==> src/rtl/node_integrator.sv <==
// Serial node integrator: on each step, applies latched per-node forces to velocity (with damping)
// and then applies the new velocity to position, one node (both axes) per cycle.
module node_integrator #(
  parameter int unsigned NUM_NODES     = 10,
  parameter int unsigned POSITION_SIZE = 8,
  parameter int unsigned FORCE_SIZE    = 8,
  parameter int unsigned VEL_SIZE      = 8,
  parameter int unsigned FORCE_SHIFT   = 2,
  parameter int unsigned DAMP_SHIFT    = 3
) (
  input  logic                                          clk_in,
  input  logic                                          rst_in,
  input  logic [1:0][NUM_NODES-1:0][POSITION_SIZE-1:0] init_nodes_in,
  input  logic                                          begin_in,
  input  logic [1:0][NUM_NODES-1:0][FORCE_SIZE-1:0]    forces_in,
  output logic [1:0][NUM_NODES-1:0][POSITION_SIZE-1:0] nodes_out,
  output logic [1:0][NUM_NODES-1:0][VEL_SIZE-1:0]      vels_out,
  output logic                                          busy_out,
  output logic                                          result_out
);

  localparam int unsigned IdxW = (NUM_NODES > 1) ? $clog2(NUM_NODES) : 1;
  localparam int unsigned VW   = VEL_SIZE + 2;
  localparam int unsigned PW   = ((POSITION_SIZE > VEL_SIZE) ? POSITION_SIZE : VEL_SIZE) + 2;

  localparam logic signed [VW-1:0] VMax = VW'((2 ** (VEL_SIZE - 1)) - 1);
  localparam logic signed [VW-1:0] VMin = ~VMax;
  localparam logic signed [PW-1:0] PMax = PW'((2 ** (POSITION_SIZE - 1)) - 1);
  localparam logic signed [PW-1:0] PMin = ~PMax;
  localparam logic [IdxW-1:0]      LastIdx = IdxW'(NUM_NODES - 1);

  typedef enum logic [1:0] {StIdle, StUpdate, StDone} state_e;

  state_e                                        state_q, state_d;
  logic [IdxW-1:0]                               idx_q, idx_d;
  logic                                          latch;
  logic [1:0][NUM_NODES-1:0][FORCE_SIZE-1:0]    forces_q;
  logic [1:0][NUM_NODES-1:0][POSITION_SIZE-1:0] nodes_q;
  logic [1:0][NUM_NODES-1:0][VEL_SIZE-1:0]      vels_q;

  logic signed [FORCE_SIZE-1:0]    f_raw [2];
  logic signed [VW-1:0]            v_ext [2];
  logic signed [VW-1:0]            f_ext [2];
  logic signed [VW-1:0]            v_sum [2];
  logic signed [VEL_SIZE-1:0]      vn    [2];
  logic signed [PW-1:0]            p_sum [2];
  logic signed [POSITION_SIZE-1:0] pn    [2];

  always_comb begin
    state_d = state_q;
    idx_d   = idx_q;
    latch   = 1'b0;
    unique case (state_q)
      StIdle, StDone: begin
        if (begin_in) begin
          state_d = StUpdate;
          idx_d   = '0;
          latch   = 1'b1;
        end else begin
          state_d = StIdle;
        end
      end
      StUpdate: begin
        if (idx_q == LastIdx) state_d = StDone;
        else                  idx_d   = idx_q + 1'b1;
      end
      default: state_d = StIdle;
    endcase
  end

  // Only node[idx_q] is computed; the result is written back only while in StUpdate.
  always_comb begin
    for (int a = 0; a < 2; a++) begin
      f_raw[a] = $signed(forces_q[a][idx_q]);
      f_ext[a] = VW'(f_raw[a]);
      f_ext[a] = f_ext[a] >>> FORCE_SHIFT;
      v_ext[a] = VW'($signed(vels_q[a][idx_q]));
      v_sum[a] = v_ext[a] - (v_ext[a] >>> DAMP_SHIFT) + f_ext[a];
      if (v_sum[a] > VMax)      vn[a] = VMax[VEL_SIZE-1:0];
      else if (v_sum[a] < VMin) vn[a] = VMin[VEL_SIZE-1:0];
      else                      vn[a] = v_sum[a][VEL_SIZE-1:0];
      p_sum[a] = PW'($signed(nodes_q[a][idx_q])) + PW'(vn[a]);
      if (p_sum[a] > PMax)      pn[a] = PMax[POSITION_SIZE-1:0];
      else if (p_sum[a] < PMin) pn[a] = PMin[POSITION_SIZE-1:0];
      else                      pn[a] = p_sum[a][POSITION_SIZE-1:0];
    end
  end

  always_ff @(posedge clk_in) begin
    if (rst_in) begin
      state_q  <= StIdle;
      idx_q    <= '0;
      forces_q <= '0;
      nodes_q  <= init_nodes_in;
      vels_q   <= '0;
    end else begin
      state_q <= state_d;
      idx_q   <= idx_d;
      if (latch) forces_q <= forces_in;
      if (state_q == StUpdate) begin
        for (int a = 0; a < 2; a++) begin
          nodes_q[a][idx_q] <= pn[a];
          vels_q[a][idx_q]  <= vn[a];
        end
      end
    end
  end

  assign nodes_out  = nodes_q;
  assign vels_out   = vels_q;
  assign busy_out   = (state_q == StUpdate);
  assign result_out = (state_q == StDone);

endmodule

==> config.mk <==
export PLATFORM = sky130hd
export DESIGN_NAME = node_integrator
export DESIGN_NICKNAME = d
export VERILOG_FILES = /design/src/rtl/node_integrator.sv
export SDC_FILE = /design/constraint.sdc
export NUM_CORES = 1
export LEC_CHECK = 0
export ABC_AREA = 1
export CAP_MARGIN = 20
export CORE_AREA = 2 2 251 253
export CTS_BUF_LIST = sky130_fd_sc_hd__clkbuf_16
export DETAILED_ROUTE_END_ITERATION = 6
export DIE_AREA = 0 0 253 255
export DONT_BUFFER_PORTS = 1
export SLEW_MARGIN = 5
export SYNTH_ARGS = -nofsm -noshare
export SYNTH_HDL_FRONTEND = slang
export SYNTH_SLANG_ARGS = --single-unit
==> constraint.sdc <==
create_clock -name clk_in -period 12.6 [get_ports clk_in]
set_input_delay 2.52 -clock clk_in [delete_from_list [all_inputs] [get_ports clk_in]]
set_output_delay 2.52 -clock clk_in [all_outputs]
set_load 0.05 [all_outputs]
==> results of run 1 <==
==> placed cells by master (no fill, tap or decap), types with 25 or more instances in the layout <==
| master | count |
|---|---|
| sky130_fd_sc_hd__inv_1 | 208 |
| sky130_fd_sc_hd__nor2_1 | 313 |
| sky130_fd_sc_hd__buf_4 | 25 |
| sky130_fd_sc_hd__clkinv_1 | 27 |
| sky130_fd_sc_hd__a21oi_1 | 184 |
| sky130_fd_sc_hd__o22ai_1 | 93 |
| sky130_fd_sc_hd__clkbuf_16 | 52 |
| sky130_fd_sc_hd__nand3_1 | 109 |
| sky130_fd_sc_hd__o21ai_0 | 401 |
| sky130_fd_sc_hd__edfxtp_1 | 160 |
| sky130_fd_sc_hd__nand2_1 | 728 |
| sky130_fd_sc_hd__ha_1 | 38 |
| sky130_fd_sc_hd__dfxtp_1 | 284 |
| sky130_fd_sc_hd__nand2_2 | 32 |
==> cells by family after synthesis <==
group,after synthesis,share of synthesized area [%]
AO/OA/AOI/OAI,743,18.35
XOR/XNOR,18,0.7111
adder cells (fa/ha/maj),54,3.590
buffers and inverters,403,7.015
flip-flops,446,47.50
AND/OR/NAND/NOR,1230,22.84
==> cell type report <==
cell class	count	area (um^2)
Antenna cell	9	22.52
Clock buffer	52	1301
Clock inverter	43	342.8
Fill cell	6460	37780
Inverter	218	834.6
Multi-Input combinational cell	2045	10100
Sequential cell	446	10540
Tap cell	799	999.7
Timing Repair Buffer	27	242.7
==> flip-flops by register name, indices dropped and copies added (netlist names) <==
register	flops
nodes_out	160
idx_q	4
state_q	2
forces_q	120
vels_out	160
==> worst min-delay path by stage <==
| stage | slack (ns) | from | to | cells past startpoint |
|---|---|---|---|---|
| 6_report | 0.45 | forces_q[47] | forces_q[47] | 2 |
| 5_1_grt | 0.48 | forces_q[15] | forces_q[15] | 2 |
| 4_1_cts | 0.45 | forces_q[119] | forces_q[119] | 2 |
| 3_5_place_dp | 0.45 | forces_q[119] | forces_q[119] | 2 |
| 3_3_place_gp | 0.44 | forces_q[15] | forces_q[15] | 2 |
| 2_1_floorplan | 0.43 | forces_q[15] | forces_q[15] | 2 |
==> stage by stage <==
step | area [um^2] | instances | worst slack, ns | total power, uW
4_1_cts | 24330 | 3629 | 3.827 | 8886
6_report | 24380 | 3639 | 3.778 | 8935
3_3_place_gp | 22660 | 3533 | 3.960 | 7387
2_1_floorplan | 22170 | 2894 | 6.169 | 5523
5_1_grt | 24380 | 3636 | 3.151 | 9434
3_5_place_dp | 22690 | 3534 | 3.897 | 7404
==> layer usage <==
layer  vias to the layer above  global-route usage [%]  wire length (um)
met1                      9920                   34.44             36410
met2                      1085                   43.81             42280
met5                         -                       0                 0
met3                       234                   8.614              9804
li1                       9450                       -                 -
met4                         0                   10.48              3870
==> where the power goes <==
group	leakage [uW]	switching (uW)	internal, uW
registers	0.00395	474	1680
clock network	0.000852	652	834
logic	0.00531	4020	1280
==> critical path: cells and delay by family (launching register included) <==
| kind | cells | cell delay [ns] |
|---|---|---|
| xor+xnor | 1 | 0.29 |
| flops | 1 | 0.75 |
| compound gates | 12 | 2.35 |
| buf+inv | 7 | 1.91 |
| fa+ha+maj | 3 | 1.18 |
| simple gates | 8 | 1.88 |
==> impl_metrics.xml, run 1 <==
<?xml version="1.0" encoding="UTF-8"?>
<metrics>
  <group name="sta">
    <metric name="tightest_slew" unit="ns">1.182</metric>
    <metric name="final_period_minus_worst_setup_slack" unit="ns">8.822</metric>
    <metric name="setup_violations" unit="">0</metric>
    <metric name="timing_hold_violations_final" unit="">0</metric>
    <metric name="timing.fmax" unit="GHz">0.1134</metric>
    <metric name="worst_slew_margin_rel" unit="%">21.10</metric>
    <metric name="final_max_slew_viol_count" unit="">0</metric>
    <metric name="timing.setup.tns" unit="ns">0</metric>
    <metric name="fin_skew" unit="ns">0.06997</metric>
    <metric name="grt_setup_unrepaired" unit="">no</metric>
    <metric name="hold_ws" unit="ns">0.4541</metric>
    <metric name="final_min_period_over_clock_period" unit="%">70.02</metric>
  </group>
  <group name="setup_path">
    <metric name="timing.critical_path.arrival" unit="ns">9.15</metric>
    <metric name="crit_fanout" unit="">79</metric>
    <metric name="critical_path.max_stage_delay" unit="ns">0.75</metric>
    <metric name="rrSetupSlack" unit="ns">3.78</metric>
    <metric name="depth_of_the_most_critical_reg_to_reg_path" unit="">31</metric>
    <metric name="crit_path_frequent_cell" unit="">sky130_fd_sc_hd__a21oi_1</metric>
    <metric name="rr_endpoint" unit="">nodes_out[100]</metric>
    <metric name="crit_slowest_cell" unit="">sky130_fd_sc_hd__dfxtp_4</metric>
    <metric name="setup.worst_path.end_class" unit="">register</metric>
    <metric name="timing.critical_path.from" unit="">idx_q[0]</metric>
    <metric name="r2r-start" unit="">idx_q[0]</metric>
    <metric name="crit_end" unit="">nodes_out[100]</metric>
    <metric name="cp.required" unit="ns">12.93</metric>
    <metric name="timing_worst_setup_path_type" unit="">register to register</metric>
    <metric name="start_kind" unit="">register</metric>
  </group>
  <group name="logic_synthesis">
    <metric name="synth-seq-cells" unit="">446</metric>
    <metric name="synthesis.area" unit="mm^2">0.02217</metric>
    <metric name="synthesis.yosys.warnings" unit="">0</metric>
    <metric name="synth.largest_area_cell" unit="">sky130_fd_sc_hd__dfxtp_1</metric>
    <metric name="synth_fp_nets" unit="">3271</metric>
    <metric name="synthArstFlopShare" unit="%">0</metric>
    <metric name="synth_edf_count" unit="">160</metric>
    <metric name="post_synth_inst_count" unit="">2894</metric>
    <metric name="ys_top_cells_by_count" unit="">sky130_fd_sc_hd__nand2_1 (729), sky130_fd_sc_hd__o21ai_0 (402), sky130_fd_sc_hd__nor2_1 (316)</metric>
    <metric name="yosys_most_used_dff" unit="">sky130_fd_sc_hd__dfxtp_1</metric>
    <metric name="post_syn_area_per_cell" unit="um^2">7.660</metric>
    <metric name="synth_top_cells_by_area" unit="">sky130_fd_sc_hd__dfxtp_1 (26%), sky130_fd_sc_hd__edfxtp_1 (22%), sky130_fd_sc_hd__nand2_1 (12%)</metric>
    <metric name="synth_top_area_share" unit="%">25.83</metric>
    <metric name="synth_seq_area_share" unit="%">47.50</metric>
    <metric name="synth.lib_cells_used.distinct" unit="">41</metric>
    <metric name="most_frequent_cell_after_synthesis" unit="">sky130_fd_sc_hd__nand2_1</metric>
  </group>
  <group name="die">
    <metric name="start_util" unit="%">35.66</metric>
    <metric name="row_count" unit="">92</metric>
    <metric name="die_x" unit="um">253</metric>
    <metric name="ios" unit="">645</metric>
    <metric name="core_area" unit="mm^2">0.06216</metric>
    <metric name="die_h" unit="um">255</metric>
    <metric name="die_area" unit="mm^2">0.06452</metric>
  </group>
  <group name="detailed_routing">
    <metric name="antenna_violating_nets_post_route" unit="">0</metric>
    <metric name="route.vias.total" unit="">20690</metric>
    <metric name="first_pass_iters" unit="">5</metric>
    <metric name="drc" unit="">0</metric>
    <metric name="initialDrtViolationCount" unit="">2228</metric>
    <metric name="drt-wirelength-per-cell" unit="um">25.38</metric>
    <metric name="vias_per_cell" unit="">5.685</metric>
    <metric name="sum_of_routed_wire_length_over_all_layers" unit="um">92360</metric>
  </group>
  <group name="global_routing">
    <metric name="grt-ovfl-total" unit="">0</metric>
    <metric name="grt_max_degree" unit="">166</metric>
    <metric name="initial_antenna_violation_count" unit="">7</metric>
    <metric name="first_pass_grt_wire_length" unit="um">130100</metric>
    <metric name="number_of_global_route_vias_before_repair" unit="">19190</metric>
    <metric name="grt_use_total" unit="%">27.35</metric>
  </group>
  <group name="pwr">
    <metric name="leakage_power_of_the_design" unit="uW">0.01011</metric>
    <metric name="power.density_cell_area" unit="mW/mm^2">366.4</metric>
    <metric name="power.ir.vdd_worst" unit="mV">0.5967</metric>
  </group>
  <group name="cts">
    <metric name="max-clock-path-buffers" unit="">3</metric>
    <metric name="clock_sinks" unit="">446</metric>
    <metric name="insertion_delay" unit="ns">0.64</metric>
    <metric name="cts_clock_pin_slew_for_the_worst_setup_and_hold_paths" unit="ns">0.06</metric>
    <metric name="clock_tree.htree_level_count" unit="">2</metric>
    <metric name="tritoncts" unit="">yes</metric>
    <metric name="clock-root-buffer" unit="">sky130_fd_sc_hd__clkbuf_16</metric>
    <metric name="cts_resized" unit="">0</metric>
    <metric name="cts_setup_buffers" unit="">0</metric>
    <metric name="cts_made_buffers" unit="">51</metric>
    <metric name="postCtsHoldBufs" unit="">0</metric>
  </group>
  <group name="run">
    <metric name="max_cap_violations" unit="">0</metric>
  </group>
  <group name="placed_design">
    <metric name="gpl.final_weighted_congestion" unit="">0.9187</metric>
    <metric name="port-buffer-count" unit="">0</metric>
    <metric name="dp.final_hpwl" unit="um">65640</metric>
  </group>
  <group name="finish">
    <metric name="final_core_utilization" unit="%">39.23</metric>
    <metric name="post_route_cells_drive_above_1_share" unit="%">5.970</metric>
    <metric name="synthToLayoutAreaGrowth" unit="%">9.995</metric>
    <metric name="numnets_final" unit="">3166</metric>
  </group>
  <group name="status">
    <metric name="result_of_the_run" unit="">finished, final reports clean</metric>
  </group>
  <group name="min_path">
    <metric name="min-delay-path-class" unit="">register to register</metric>
  </group>
</metrics>
Power figures use the tool's default switching activity.
==> inputs of run 2 (changes only) <==
Clock period 12.6 ns to 8.92 ns, I/O delays scaled along.
==> run 2 against run 1 <==
Effect of this change: non-clock buffer count increased by 7; total power up 40%; sequential power increased by 41%; core utilization fell by 0.11 points; flip-flop and latch count stayed put; via count is 0.31% higher; final area down 0.28%; critical path depth is the same; clock skew rose by 0.0096 ns; wire length grew 0.51%; first-iteration DRC count up 4.2%; worst setup slack worse by 2.8 ns; critical endpoint is now nodes_out[96].
==> impl_metrics.xml, run 2 (synthesized netlist as in run 1, its figures left out) <==
<?xml version="1.0" encoding="UTF-8"?>
<metrics>
  <group name="run">
    <metric name="max_cap_violations" unit="">0</metric>
  </group>
  <group name="pwr">
    <metric name="power_switching" unit="uW">7295</metric>
    <metric name="power.ir.vdd_worst" unit="mV">1.052</metric>
    <metric name="power.density_cell_area" unit="mW/mm^2">515.6</metric>
    <metric name="leakage_power_of_the_design" unit="uW">0.01009</metric>
    <metric name="p_seq_share" unit="%">24.2</metric>
    <metric name="p_sw_share" unit="%">58.19</metric>
    <metric name="combPwrFrac" unit="%">60.1</metric>
    <metric name="internal_power" unit="uW">5242</metric>
    <metric name="share_clk_of_total_power" unit="%">15.8</metric>
  </group>
  <group name="sta">
    <metric name="timing.setup.tns" unit="ns">0</metric>
    <metric name="grt_setup_unrepaired" unit="">no</metric>
    <metric name="hold_ws" unit="ns">0.4513</metric>
    <metric name="setup_slack" unit="ns">0.9668</metric>
    <metric name="worst_slew_margin_rel" unit="%">27.64</metric>
    <metric name="final_max_slew_viol_count" unit="">0</metric>
    <metric name="final_min_period_over_clock_period" unit="%">89.16</metric>
    <metric name="final_period_minus_worst_setup_slack" unit="ns">7.953</metric>
    <metric name="tightest_slew" unit="ns">1.083</metric>
    <metric name="setup_violations" unit="">0</metric>
    <metric name="fin_skew" unit="ns">0.07956</metric>
    <metric name="timing.fmax" unit="GHz">0.1257</metric>
    <metric name="timing_hold_violations_final" unit="">0</metric>
  </group>
  <group name="detailed_routing">
    <metric name="initialDrtViolationCount" unit="">2322</metric>
    <metric name="route.vias.total" unit="">20750</metric>
    <metric name="first_pass_iters" unit="">6</metric>
    <metric name="antenna_violating_nets_post_route" unit="">0</metric>
    <metric name="vias_per_cell" unit="">5.689</metric>
    <metric name="sum_of_routed_wire_length_over_all_layers" unit="um">92830</metric>
    <metric name="drc" unit="">0</metric>
    <metric name="drt-wirelength-per-cell" unit="um">25.45</metric>
  </group>
  <group name="cts">
    <metric name="max-clock-path-buffers" unit="">3</metric>
    <metric name="cts_resized" unit="">0</metric>
    <metric name="cts_made_buffers" unit="">52</metric>
    <metric name="clock-root-buffer" unit="">sky130_fd_sc_hd__clkbuf_16</metric>
    <metric name="postCtsHoldBufs" unit="">0</metric>
    <metric name="clock_sinks" unit="">446</metric>
    <metric name="insertion_delay" unit="ns">0.63</metric>
    <metric name="cts_setup_buffers" unit="">0</metric>
    <metric name="cts_clock_pin_slew_for_the_worst_setup_and_hold_paths" unit="ns">0.06</metric>
    <metric name="tritoncts" unit="">yes</metric>
    <metric name="clock_tree.htree_level_count" unit="">2</metric>
  </group>
  <group name="global_routing">
    <metric name="initial_antenna_violation_count" unit="">10</metric>
    <metric name="grt_max_degree" unit="">166</metric>
    <metric name="grt-ovfl-total" unit="">0</metric>
    <metric name="first_pass_grt_wire_length" unit="um">130500</metric>
    <metric name="number_of_global_route_vias_before_repair" unit="">18930</metric>
    <metric name="grt_use_total" unit="%">27.31</metric>
  </group>
  <group name="setup_path">
    <metric name="timing_worst_setup_path_type" unit="">register to register</metric>
    <metric name="cp.required" unit="ns">9.23</metric>
    <metric name="depth_of_the_most_critical_reg_to_reg_path" unit="">31</metric>
    <metric name="critical_path.max_stage_delay" unit="ns">0.61</metric>
    <metric name="rr_endpoint" unit="">nodes_out[96]</metric>
    <metric name="crit_slowest_cell" unit="">sky130_fd_sc_hd__nand3b_1</metric>
    <metric name="setup.worst_path.end_class" unit="">register</metric>
    <metric name="crit_fanout" unit="">50</metric>
    <metric name="rrSetupSlack" unit="ns">0.97</metric>
    <metric name="crit_path_frequent_cell" unit="">sky130_fd_sc_hd__nand2_1</metric>
    <metric name="crit_end" unit="">nodes_out[96]</metric>
    <metric name="timing.critical_path.arrival" unit="ns">8.26</metric>
    <metric name="timing.critical_path.from" unit="">idx_q[0]</metric>
    <metric name="start_kind" unit="">register</metric>
    <metric name="r2r-start" unit="">idx_q[0]</metric>
  </group>
  <group name="placed_design">
    <metric name="gpl.final_weighted_congestion" unit="">0.9161</metric>
    <metric name="dp.final_hpwl" unit="um">66490</metric>
    <metric name="port-buffer-count" unit="">0</metric>
    <metric name="pre_cts_slack" unit="ns">1.031</metric>
  </group>
  <group name="die">
    <metric name="row_count" unit="">92</metric>
    <metric name="core_area" unit="mm^2">0.06216</metric>
    <metric name="die_x" unit="um">253</metric>
    <metric name="start_util" unit="%">35.66</metric>
    <metric name="die_h" unit="um">255</metric>
    <metric name="ios" unit="">645</metric>
    <metric name="die_area" unit="mm^2">0.06452</metric>
  </group>
  <group name="min_path">
    <metric name="min-delay-path-class" unit="">register to register</metric>
  </group>
  <group name="finish">
    <metric name="layout_common_cells" unit="">sky130_fd_sc_hd__nand2_1 (728), sky130_fd_sc_hd__o21ai_0 (401), sky130_fd_sc_hd__nor2_1 (313)</metric>
    <metric name="synthToLayoutAreaGrowth" unit="%">9.691</metric>
    <metric name="fill_cells" unit="">6500</metric>
    <metric name="numnets_final" unit="">3174</metric>
    <metric name="layout_commonest_cell" unit="">sky130_fd_sc_hd__nand2_1</metric>
    <metric name="final_core_utilization" unit="%">39.12</metric>
    <metric name="post_route_cells_drive_above_1_share" unit="%">6.063</metric>
  </group>
  <group name="status">
    <metric name="result_of_the_run" unit="">finished, final reports clean</metric>
  </group>
</metrics>
[run 2: cell count changes in the layout (fill, tap and decap cells not counted)]
cell | before | now
sky130_fd_sc_hd__buf_16 | 2 | 1
sky130_fd_sc_hd__buf_4 | 25 | 33
sky130_fd_sc_hd__bufinv_16 | 4 | 0
sky130_fd_sc_hd__clkinv_2 | 7 | 5
sky130_fd_sc_hd__clkinv_4 | 0 | 1
sky130_fd_sc_hd__clkinv_8 | 2 | 1
sky130_fd_sc_hd__clkinvlp_4 | 0 | 3
sky130_fd_sc_hd__diode_2 | 9 | 12
sky130_fd_sc_hd__inv_1 | 208 | 211
sky130_fd_sc_hd__inv_2 | 5 | 4
[run 2: worst min-delay path by stage]
stage	startpoint	to	slack, ns	cells past startpoint
floorplan	forces_q[15]	forces_q[15]	0.43	2
global placement	forces_q[15]	forces_q[15]	0.44	2
detailed placement	forces_q[127]	forces_q[127]	0.45	2
CTS	forces_q[127]	forces_q[127]	0.45	2
global route	forces_q[111]	forces_q[111]	0.47	2
finish	forces_q[87]	forces_q[87]	0.45	2
[run 2: power groups by stage]
stage / Clock [uW] / Sequential, uW / Combinational (uW)
3_3_place_gp: 0 / 3070 / 7350
3_5_place_dp: 0 / 3070 / 7400
4_1_cts: 1990 / 3030 / 7420
5_1_grt: 2070 / 3040 / 8070
6_report: 1970 / 3030 / 7530
2_1_floorplan: 0 / 2980 / 4820
[run 2: through the flow]
step	instance area [um^2]	instances	power, uW
2_1_floorplan	22170	2894	7802
3_3_place_gp	22720	3541	10420
3_5_place_dp	22720	3541	10470
6_report	24320	3648	12540
5_1_grt	24310	3645	13180
4_1_cts	24260	3635	12450
[run 2: metal layers]
metal	GRT usage, %	up-vias	part of all wire (%)
met5	0	-	0
met4	11.61	0	4.1
met3	8.156	205	11
met2	42.71	1115	45
met1	35.10	9976	40
li1	-	9458	-
[run 2: layout make-up]
type,instances,area (um^2),area share [%]
flip-flops and latches,446,10540,43.33
multi-input cells,2045,10100,41.55
clock buffers,52,1301,5.351
well taps,799,999.7,4.111
inverters,218,834.6,3.432
repair buffers,34,275.3,1.132
clock inverters,42,235.2,0.9673
diodes,12,30.03,0.1235
[run 2: worst max-delay path: cells and delay by family, from the launching register on]
family	cells	cell delay [ns]
adder cells (fa/ha/maj)	3	1.36
flip-flops	1	0.56
buffers and inverters	6	1.41
AO/OA/AOI/OAI	11	1.87
AND/OR/NAND/NOR	10	2.09
XOR/XNOR	1	0.29
